## src/rtl/exp_norm_decrement.sv

```systemverilog
// Sequential left-normalization stage for the FP add/subtract datapath.
// Optional feature: define NORM_FAST_SHIFT_EN to allow two-bit shift steps.
module exp_norm_decrement #(
    parameter int W_Exp = 8,
    parameter int W_Sgf = 24
) (
    input  logic             clk,
    input  logic             rst,
    input  logic             start,
    input  logic [W_Exp-1:0] exp_in,
    input  logic [W_Sgf-1:0] sgf_in,
    output logic             busy,
    output logic             done,
    output logic [W_Exp-1:0] exp_out,
    output logic [W_Sgf-1:0] sgf_out,
    output logic             underflow_b,
    output logic             zero_flag
);

    typedef enum logic [1:0] {
        IDLE  = 2'd0,
        SHIFT = 2'd1,
        DONE  = 2'd2
    } state_t;

    localparam logic [W_Exp-1:0] EXP_ONE = W_Exp'(1);
`ifdef NORM_FAST_SHIFT_EN
    localparam logic [W_Exp-1:0] EXP_TWO   = W_Exp'(2);
    localparam logic [W_Exp-1:0] EXP_THREE = W_Exp'(3);
`endif

    state_t             state, state_next;
    logic [W_Exp-1:0]   exp_reg, exp_reg_next;
    logic [W_Sgf-1:0]   sgf_reg, sgf_reg_next;
    logic [W_Exp-1:0]   exp_out_next;
    logic [W_Sgf-1:0]   sgf_out_next;
    logic               underflow_next;
    logic               zero_next;

    always_ff @(posedge clk or negedge rst) begin
        if (!rst) begin
            state <= IDLE;
        end else begin
            state <= state_next;
        end
    end

    // Priority inside SHIFT: zero, already normalized, exponent floor, shift.
    always_comb begin
        state_next     = state;
        exp_reg_next   = exp_reg;
        sgf_reg_next   = sgf_reg;
        exp_out_next   = exp_out;
        sgf_out_next   = sgf_out;
        underflow_next = underflow_b;
        zero_next      = zero_flag;

        case (state)
            IDLE: begin
                if (start) begin
                    exp_reg_next = exp_in;
                    sgf_reg_next = sgf_in;
                    state_next   = SHIFT;
                end
            end
            SHIFT: begin
                if (sgf_reg == '0) begin
                    exp_out_next   = '0;
                    sgf_out_next   = '0;
                    zero_next      = 1'b1;
                    underflow_next = 1'b0;
                    state_next     = DONE;
                end else if (sgf_reg[W_Sgf-1]) begin
                    exp_out_next   = exp_reg;
                    sgf_out_next   = sgf_reg;
                    zero_next      = 1'b0;
                    underflow_next = 1'b0;
                    state_next     = DONE;
                end else if (exp_reg <= EXP_ONE) begin
                    exp_out_next   = exp_reg;
                    sgf_out_next   = sgf_reg;
                    zero_next      = 1'b0;
                    underflow_next = 1'b1;
                    state_next     = DONE;
                end else begin
`ifdef NORM_FAST_SHIFT_EN
                    if (!sgf_reg[W_Sgf-2] && (exp_reg >= EXP_THREE)) begin
                        sgf_reg_next = {sgf_reg[W_Sgf-3:0], 2'b00};
                        exp_reg_next = exp_reg - EXP_TWO;
                    end else begin
                        sgf_reg_next = {sgf_reg[W_Sgf-2:0], 1'b0};
                        exp_reg_next = exp_reg - EXP_ONE;
                    end
`else
                    sgf_reg_next = {sgf_reg[W_Sgf-2:0], 1'b0};
                    exp_reg_next = exp_reg - EXP_ONE;
`endif
                end
            end
            DONE: begin
                state_next = IDLE;
            end
            default: begin
                state_next = IDLE;
            end
        endcase
    end

    always_ff @(posedge clk or negedge rst) begin
        if (!rst) begin
            exp_reg     <= '0;
            sgf_reg     <= '0;
            exp_out     <= '0;
            sgf_out     <= '0;
            underflow_b <= 1'b0;
            zero_flag   <= 1'b0;
        end else begin
            exp_reg     <= exp_reg_next;
            sgf_reg     <= sgf_reg_next;
            exp_out     <= exp_out_next;
            sgf_out     <= sgf_out_next;
            underflow_b <= underflow_next;
            zero_flag   <= zero_next;
        end
    end

    assign busy = (state != IDLE);
    assign done = (state == DONE);

endmodule

```

## config.mk

```make
export PLATFORM = sky130hd
export DESIGN_NAME = exp_norm_decrement
export DESIGN_NICKNAME = d
export VERILOG_FILES = /design/src/rtl/exp_norm_decrement.sv
export SDC_FILE = /design/constraint.sdc
export NUM_CORES = 1
export LEC_CHECK = 0
export ABC_AREA = 1
export CORE_UTILIZATION = 45
export CTS_CLUSTER_SIZE = 12
export DETAILED_ROUTE_END_ITERATION = 16
export GPL_ROUTABILITY_DRIVEN = 1
export HOLD_SLACK_MARGIN = 0.08
export PLACE_DENSITY_LB_ADDON = 0.25
export SYNTH_ARGS = -nofsm -noshare
export SYNTH_HDL_FRONTEND = slang
export SYNTH_SLANG_ARGS = --single-unit
```

## constraint.sdc

```tcl
create_clock -name clk -period 3.32 [get_ports clk]
set_clock_uncertainty 0.05 [all_clocks]
set_input_delay 0.664 -clock clk [delete_from_list [all_inputs] [get_ports clk]]
set_output_delay 0.664 -clock clk [all_outputs]
set_load 0.01 [all_outputs]
```

# Yosys cells after proc, flatten, opt, wreduce, memory -nomap -nowiden

Index checks and enable logic that the tools add are counted.
Widths: inputs -> output; s select.

Bits in registers: 68
Output and inout bits: 36
Logic and storage cells: 53

Add/subtract/negate cells: 1
$lt $le $gt $ge: 1
Eq/ne operators: 7
Multiplexer cells: 27
Reductions and logical operators: 9

Operator list:

| cell                | number |
|---|---|
| $mux 24             | 7 |
| $mux 8              | 7 |
| $pmux 24 s2         | 1 |
| $logic_not 24->1    | 1 |
| $pmux 8 s2          | 1 |
| $le 8x1->1 const B  | 1 |
| $mux 2              | 4 |
| $ne 2x2->1 const B  | 4 |
| $sub 8x1->8 const B | 1 |
| $mux 1              | 6 |
| $reduce_and 5->1    | 1 |
| $ne 4x4->1 const B  | 1 |
| $pmux 2 s2          | 1 |
| $reduce_and 2->1    | 2 |
| $reduce_bool 2->1   | 2 |
| $reduce_and 3->1    | 1 |
| $reduce_bool 3->1   | 1 |
| $eq 2x1->1 const B  | 1 |
| $eq 2x2->1 const B  | 1 |
| $logic_not 2->1     | 1 |

# Depth between registers and ports, before layout

Gate-level depths: netlist of run 1.

Depth after elaboration: 5
Gate-level depth with buffers: 10
Mapped depth without buffers: 9

# Least setup slack after synthesis of run 1

Ideal clock, no wire load.

Kind: reg2reg
Start: register exp_reg[0]
End: register exp_out[7]
Setup time: 117 ps
Arrival time: 1,495 ps
Slack: 1,657 ps
Cell stages (with the launch flop): 11
Period minus slack after synthesis: 1,663 ps
Path through: dfrtp_1 -> inv_1 -> ha_1 -> o21ai_0 -> nor2_1 -> inv_2 -> nand3_2 -> nand2_2 -> buf_2 -> nand2_1 -> nand2_1

Word-level cells in the longest chain between the ends: 3

Ends and longest elaborated chain:

| element                     | line | text |
|---|---|---|
| start, declared             | 33   | `logic [W_Exp-1:0] exp_reg, exp_reg_next;` |
| start signal, assigned      | 118  | `exp_reg <= exp_reg_next;` |
| $le 8x1->1                  | 79   | `end else if (exp_reg <= EXP_ONE) begin` |
| $reduce_bool 3->1 (no line) | --   |  |
| $reduce_and 2->1 (no line)  | --   |  |
| end signal, assigned        | 120  | `exp_out <= exp_out_next;` |
| end, declared               | 14   | `output logic [W_Exp-1:0] exp_out,` |

No other way between the ends.
A chain may end at the register's enable or synchronous reset.

# Worst setup path in the final report of run 1

Start: register exp_reg[0]
End: register exp_reg[6]

Word-level cells in the longest chain between the ends: 5
Elaborated cells between the ends (all ways): 8
Classes of those cells: add/sub (1); order compare (1); eq/ne (1); mux (4); reduce/logical (1)

Ends and longest elaborated chain:

| element     | line | text |
|---|---|---|
| $sub 8x1->8 | 96   | `exp_reg_next = exp_reg - EXP_ONE;` |
| $mux 8      | 79   |  |
| $mux 8      | 73   | `end else if (sgf_reg[W_Sgf-1]) begin` |
| $mux 8      | 67   | `if (sgf_reg == '0) begin` |
| $pmux 8 s2  | 58   | `case (state)` |

Several ways; a longest one is shown, not always the timed one. The select of a mux whose other input is x is not followed.

==> impl_metrics.json, run 1 <==
{
  "r2r-end": "exp_reg[6]",
  "worst-r2r-cell-count": 10,
  "fin_area_sq_um": 4360,
  "post_route_cells_drive_above_1_share_pct": 5.916,
  "dp_slack_ns": 0.7361,
  "final-setup-viol-count": 0,
  "initial_core_util_pct": 46.44,
  "postSynthCellCount": 455,
  "dr_total_vias": 3194,
  "synth_edf_count": 0,
  "place_inst": 607,
  "critPathKind": "reg2reg",
  "drtIter0Drc": 192,
  "clk_pin_slew_ns": 0.07,
  "cts.sinks": 68,
  "combinationalPowerShare_pct": 48.8,
  "grt_use_total_pct": 23.01,
  "placed_cell_area_sq_um": 4129,
  "fin_crit_ns": 2.619,
  "worstPathArrival_ns": 2.83,
  "total_leakage_power_nw": 2.265,
  "cts_root_buf": "clkbuf_8",
  "required_ns": 3.54,
  "postSynthAreaPerCell_sq_um": 7.403,
  "synth_seq_cells": 68,
  "gr-total-overflow": 0,
  "setup_ws_ns": 0.7007,
  "peakVddDrop_v": 0.0004505,
  "regToRegSetupSlack_ns": 0.70,
  "layout_common_cells": "209 x nand2_1, 90 x nand3_1, 69 x clkdlybuf4s50_1",
  "layout.cells.non_filler": 623,
  "swShare_pct": 43.23,
  "period_share_pct": 78.90,
  "p_seq_share_pct": 33.4,
  "antenna_found_initial": 0,
  "cts_buffers": 9,
  "yosysSeqAreaShare_pct": 50.52,
  "switchingPower_mw": 1.959,
  "row_count": 31,
  "p_per_area_nw_per_um2": 1039,
  "grt_max_degree": 69,
  "hold_start": "exp_out[4]",
  "regArea_sq_um": 1702,
  "hold_viol_final": 0,
  "post_cts_buffers": 0,
  "drcViolationCount": 2,
  "port_buffers": 70,
  "first_pass_iters": 10,
  "io_pins": 71,
  "ys_types": 20,
  "grt_pass1_vias": 2932,
  "multi_input_area_sq_um": 1491,
  "yosysWarnings": 0,
  "postCtsResizedCells": 0,
  "end_kind": "register",
  "grt_pass1_wl_mm": 13.84,
  "rr_startpoint": "exp_reg[0]",
  "tritoncts": "yes",
  "hp-class": "reg2reg",
  "worstMarginPinSlew_ns": 1.041,
  "core_sq_um": 7253,
  "pwr-share-clk_pct": 17.7,
  "async_reset_ff_share_pct": 100.0,
  "utilization_pct": 60.12,
  "wl_mm": 8.163,
  "final_common_cell": "nand2_1",
  "max_slew_margin_pct": 30.44,
  "fillers": 687,
  "netlist_area_sq_um": 3368,
  "area_growth_pct": 29.46,
  "crit_fanout": 31,
  "routedWlPerCell_um": 13.10,
  "critPathLaunchType": "register",
  "fp.dieArea_sq_um": 7835,
  "clock.fmax_mhz": 381.8,
  "postRouteAntennaNets": 0,
  "cts-htree-levels": 3,
  "internal_power_mw": 2.572,
  "die_h_um": 88.52,
  "syn-num-nets": 492,
  "dp.final_hpwl_mm": 5.093,
  "violations": "DRC",
  "ys.flop_type": "dfrtp_1",
  "place.gp.congestion": 0.8652,
  "final_nets": 556,
  "ctsHoldBuffers": 0,
  "clkLatencyLatePin_ns": 0.34,
  "maxCapViolations": 0,
  "rsz0062_at_grt": "no",
  "die_x_um": 88.52,
  "min_path_cells": 2,
  "vias_per_cell": 5.127,
  "diodes": 0,
  "slew_violations": 0,
  "finalSetupTns_ns": 0,
  "clock_path_buffers": 2,
  "status": "finished with violations",
  "worstHoldEndpoint": "exp_out[4]"
}
logic make-up (layout without fill, tap and decap cells):
logic type	after synthesis	after routing	share of synthesized area, %
AOI/OAI and AO/OA	9	9	1.412
xor gates and xnor gates	1	1	0.2601
adders and majority gates	2	2	0.7428
buffers and inverters	40	109	5.201
DFF	68	68	50.52
and+or+nand+nor	335	335	41.87
synth_stat cells, types with 3 or more instances:
| library cell | number | area [sq um] |
|---|---|---|
| clkbuf_1 | 11 | 41.29 |
| o21ai_0 | 6 | 30.03 |
| inv_2 | 3 | 11.26 |
| buf_2 | 11 | 55.05 |
| inv_1 | 10 | 37.54 |
| nand3_1 | 90 | 450.4 |
| nor2_1 | 27 | 101.4 |
| nand4_1 | 3 | 18.77 |
| nand2_1 | 209 | 784.5 |
| dfrtp_1 | 68 | 1702 |
| buf_4 | 3 | 22.52 |
critical path: stages (launching register included):
cell and delay, ns:
dfrtp_1 0.42, inv_1 0.08, ha_1 0.25, o21ai_0 0.16, nor2_1 0.10, nor2_4 0.07
buf_4 0.27, nand3_2 0.11, nand2_1 0.77, nand2_1 0.15, nand2_1 0.12
metrics by stage:
stage / total power [mW] / hold WS (ns)
floorplan: 2.955 / 0.3184
global placement: 3.680 / 0.4031
detailed placement: 3.747 / 0.4083
CTS: 4.568 / 0.4253
global route: 4.931 / 0.4494
finish: 4.531 / 0.4206
power by group through the flow:
stage / Combinational (mW) / Clock, mW / Sequential (mW)
4_1_cts: 2.24 / 0.819 / 1.51
6_report: 2.21 / 0.803 / 1.52
5_1_grt: 2.52 / 0.854 / 1.56
3_3_place_gp: 2.17 / 0 / 1.51
2_1_floorplan: 1.42 / 0 / 1.54
3_5_place_dp: 2.23 / 0 / 1.52
worst max-delay path by stage:
| stage | start | to | slack (ns) | cells past startpoint |
|---|---|---|---|---|
| finish | exp_reg[0] | exp_reg[6] | 0.70 | 10 |
| global route | exp_reg[0] | sgf_reg[3] | 0.35 | 10 |
| CTS | exp_reg[0] | exp_reg[6] | 0.68 | 10 |
| detailed placement | exp_reg[0] | exp_reg[1] | 0.74 | 10 |
| global placement | exp_reg[0] | sgf_reg[7] | 0.84 | 10 |
| floorplan | exp_reg[0] | exp_out[7] | 1.66 | 10 |
final cells by class:
| class | count | share of cell area [%] |
|---|---|---|
| sequential | 68 | 39.02 |
| multi-input combinational | 347 | 34.20 |
| timing repair buffer | 78 | 17.33 |
| clock buffer | 11 | 3.013 |
| tap | 99 | 2.841 |
| clock inverter | 5 | 2.296 |
| inverter | 15 | 1.291 |
layer usage:
metal / track usage (%) / wire (um) / up-vias / share of wire [%]
li1: - / - / 1577 / -
met1: 31.34 / 3813 / 1500 / 47
met2: 36.78 / 3816 / 109 / 47
met3: 3.638 / 445 / 8 / 5.5
met4: 9.384 / 87 / 0 / 1.1
met5: 0 / 0 / - / 0
Power figures use the tool's default switching activity.
==> run 2: changes to the inputs <==
Clock period 3.32 ns to 2.1 ns, I/O delays scaled along.
==> impl_metrics.json, run 2 (synthesized netlist as in run 1, its figures left out) <==
{
  "area_growth_pct": 32.36,
  "finalSetupTns_ns": 0,
  "pwr-share-clk_pct": 16.5,
  "layout_common_cells": "209 x nand2_1, 90 x nand3_1, 69 x clkdlybuf4s50_1",
  "grt_pass1_vias": 3001,
  "routedWlPerCell_um": 13.35,
  "final_common_cell": "nand2_1",
  "end_kind": "primary output",
  "tritoncts": "yes",
  "fillers": 692,
  "total_leakage_power_nw": 2.300,
  "place.gp.congestion": 0.8423,
  "dp.final_hpwl_mm": 5.783,
  "grt_util_met3_pct": 3.265,
  "fp.dieArea_sq_um": 7835,
  "crit_family": "buffers and inverters",
  "cts.sinks": 68,
  "maxCapViolations": 0,
  "cp_num_buf_inv": 2,
  "post_cts_buffers": 0,
  "critPathKind": "reg2out",
  "switchingPower_mw": 3.214,
  "port_buffers": 70,
  "clk_pin_slew_ns": 0.08,
  "rsz0062_at_grt": "no",
  "worstPathArrival_ns": 1.44,
  "path_cells": "inv_1 > nor2_1 > clkdlybuf4s50_1",
  "worstMarginPinSlew_ns": 0.4086,
  "status": "finished with violations",
  "critPathLaunchType": "register",
  "combinationalPowerShare_pct": 50.7,
  "placed_cell_area_sq_um": 4202,
  "wl_mm": 8.436,
  "post_route_cells_drive_above_1_share_pct": 7.692,
  "diodes": 0,
  "slowest_delay_ns": 0.53,
  "violations": "DRC",
  "multi_input_area_sq_um": 1506,
  "grt_pass1_wl_mm": 14.01,
  "cts-htree-levels": 3,
  "cts_buffers": 9,
  "final-setup-viol-count": 0,
  "hp-class": "reg2reg",
  "p_per_area_nw_per_um2": 1638,
  "drcViolationCount": 2,
  "postRouteAntennaNets": 0,
  "die_x_um": 88.52,
  "period_share_pct": 90.97,
  "required_ns": 1.63,
  "internal_power_mw": 4.090,
  "clkLatencyLatePin_ns": 0.34,
  "cts_root_buf": "clkbuf_8",
  "hold_viol_final": 0,
  "fin_crit_ns": 1.910,
  "clock.fmax_mhz": 523.4,
  "slew_violations": 0,
  "grt_busiest_layer": "met2",
  "antenna_found_initial": 0,
  "core_sq_um": 7253,
  "gr-total-overflow": 0,
  "final_nets": 565,
  "row_count": 31,
  "die_h_um": 88.52,
  "first_pass_iters": 11,
  "swShare_pct": 44.00,
  "clock_path_buffers": 2,
  "peakVddDrop_v": 0.0008327,
  "gr-usage-met2_pct": 37.41,
  "io_pins": 71,
  "vias_per_cell": 5.092,
  "grt_max_degree": 69,
  "fin_area_sq_um": 4458,
  "p_seq_share_pct": 32.9,
  "grt_use_met1_pct": 32.47,
  "max_slew_margin_pct": 72.59,
  "crit_fanout": 3,
  "slowest_stage": "clkdlybuf4s50_1",
  "dr_total_vias": 3218,
  "regArea_sq_um": 1702,
  "initial_core_util_pct": 46.44,
  "drtIter0Drc": 236,
  "grt_use_total_pct": 23.48
}
## run 2: power groups by stage
stage          Combinational (mW)  Clock, mW  Sequential, mW
3_3_place_gp                 3.58          0            2.39
6_report                     3.70       1.20            2.40
5_1_grt                      4.17       1.28            2.47
2_1_floorplan                2.24          0            2.43
3_5_place_dp                 3.67          0            2.41
4_1_cts                      3.69       1.23            2.39
## run 2: what timing repair did
item	CTS	global route
hold endpoints to repair	68	0
gates resized for setup	0	5
hold buffers	1	0
setup endpoints to repair	0	66
## run 2: metal layers
| layer | share of wire [%] | vias up |
|---|---|---|
| met5 | 0 | - |
| met4 | 1.1 | 0 |
| met1 | 45 | 1496 |
| met3 | 6.3 | 9 |
| li1 | - | 1595 |
| met2 | 48 | 118 |
## run 2: path summary, 6_finish.rpt
check | end | slack, ns | depth (start not counted) | start
max | done | 0.19 | 3 | state[1]
min | exp_out[7] | 0.42 | 2 | exp_out[7]
max reg2reg | sgf_out[21] | 0.20 | 10 | exp_reg[0]
min reg2reg | exp_out[7] | 0.42 | 2 | exp_out[7]
max in group asynchronous | exp_out[2] | 1.13 | 3 | rst
min in group asynchronous | exp_out[6] | 0.56 | 3 | rst
## run 2: layout make-up
cell class | instances | area share, %
multi-input combinational | 347 | 33.79
timing repair buffer | 87 | 18.97
clock inverter | 7 | 2.245
inverter | 15 | 1.263
tap | 99 | 2.779
clock buffer | 9 | 2.779
sequential | 68 | 38.17
## run 2: through the flow
step           hold WS [ns]  total power [mW]  setup WS [ns]  utilization, %  instances
5_1_grt              0.4369             7.930        0.01260           61.46        632
3_3_place_gp         0.4031             5.973         0.1936           57.93        615
2_1_floorplan       0.07441             4.672         0.4373               -        455
3_5_place_dp         0.4087             6.082        0.04356           57.93        615
4_1_cts              0.4273             7.306        0.02191           61.15        632
6_report             0.4233             7.304         0.1895           61.46        632
## run 2: worst register-to-register path: stages, from the launching register on
cell and delay [ns]:
dfrtp_1 0.42, inv_1 0.09, ha_1 0.23, o21ai_1 0.09, nor2_1 0.25, inv_2 0.08
nand3_4 0.17, nand2_2 0.09, buf_4 0.19, nand2_1 0.08, nand2_1 0.05
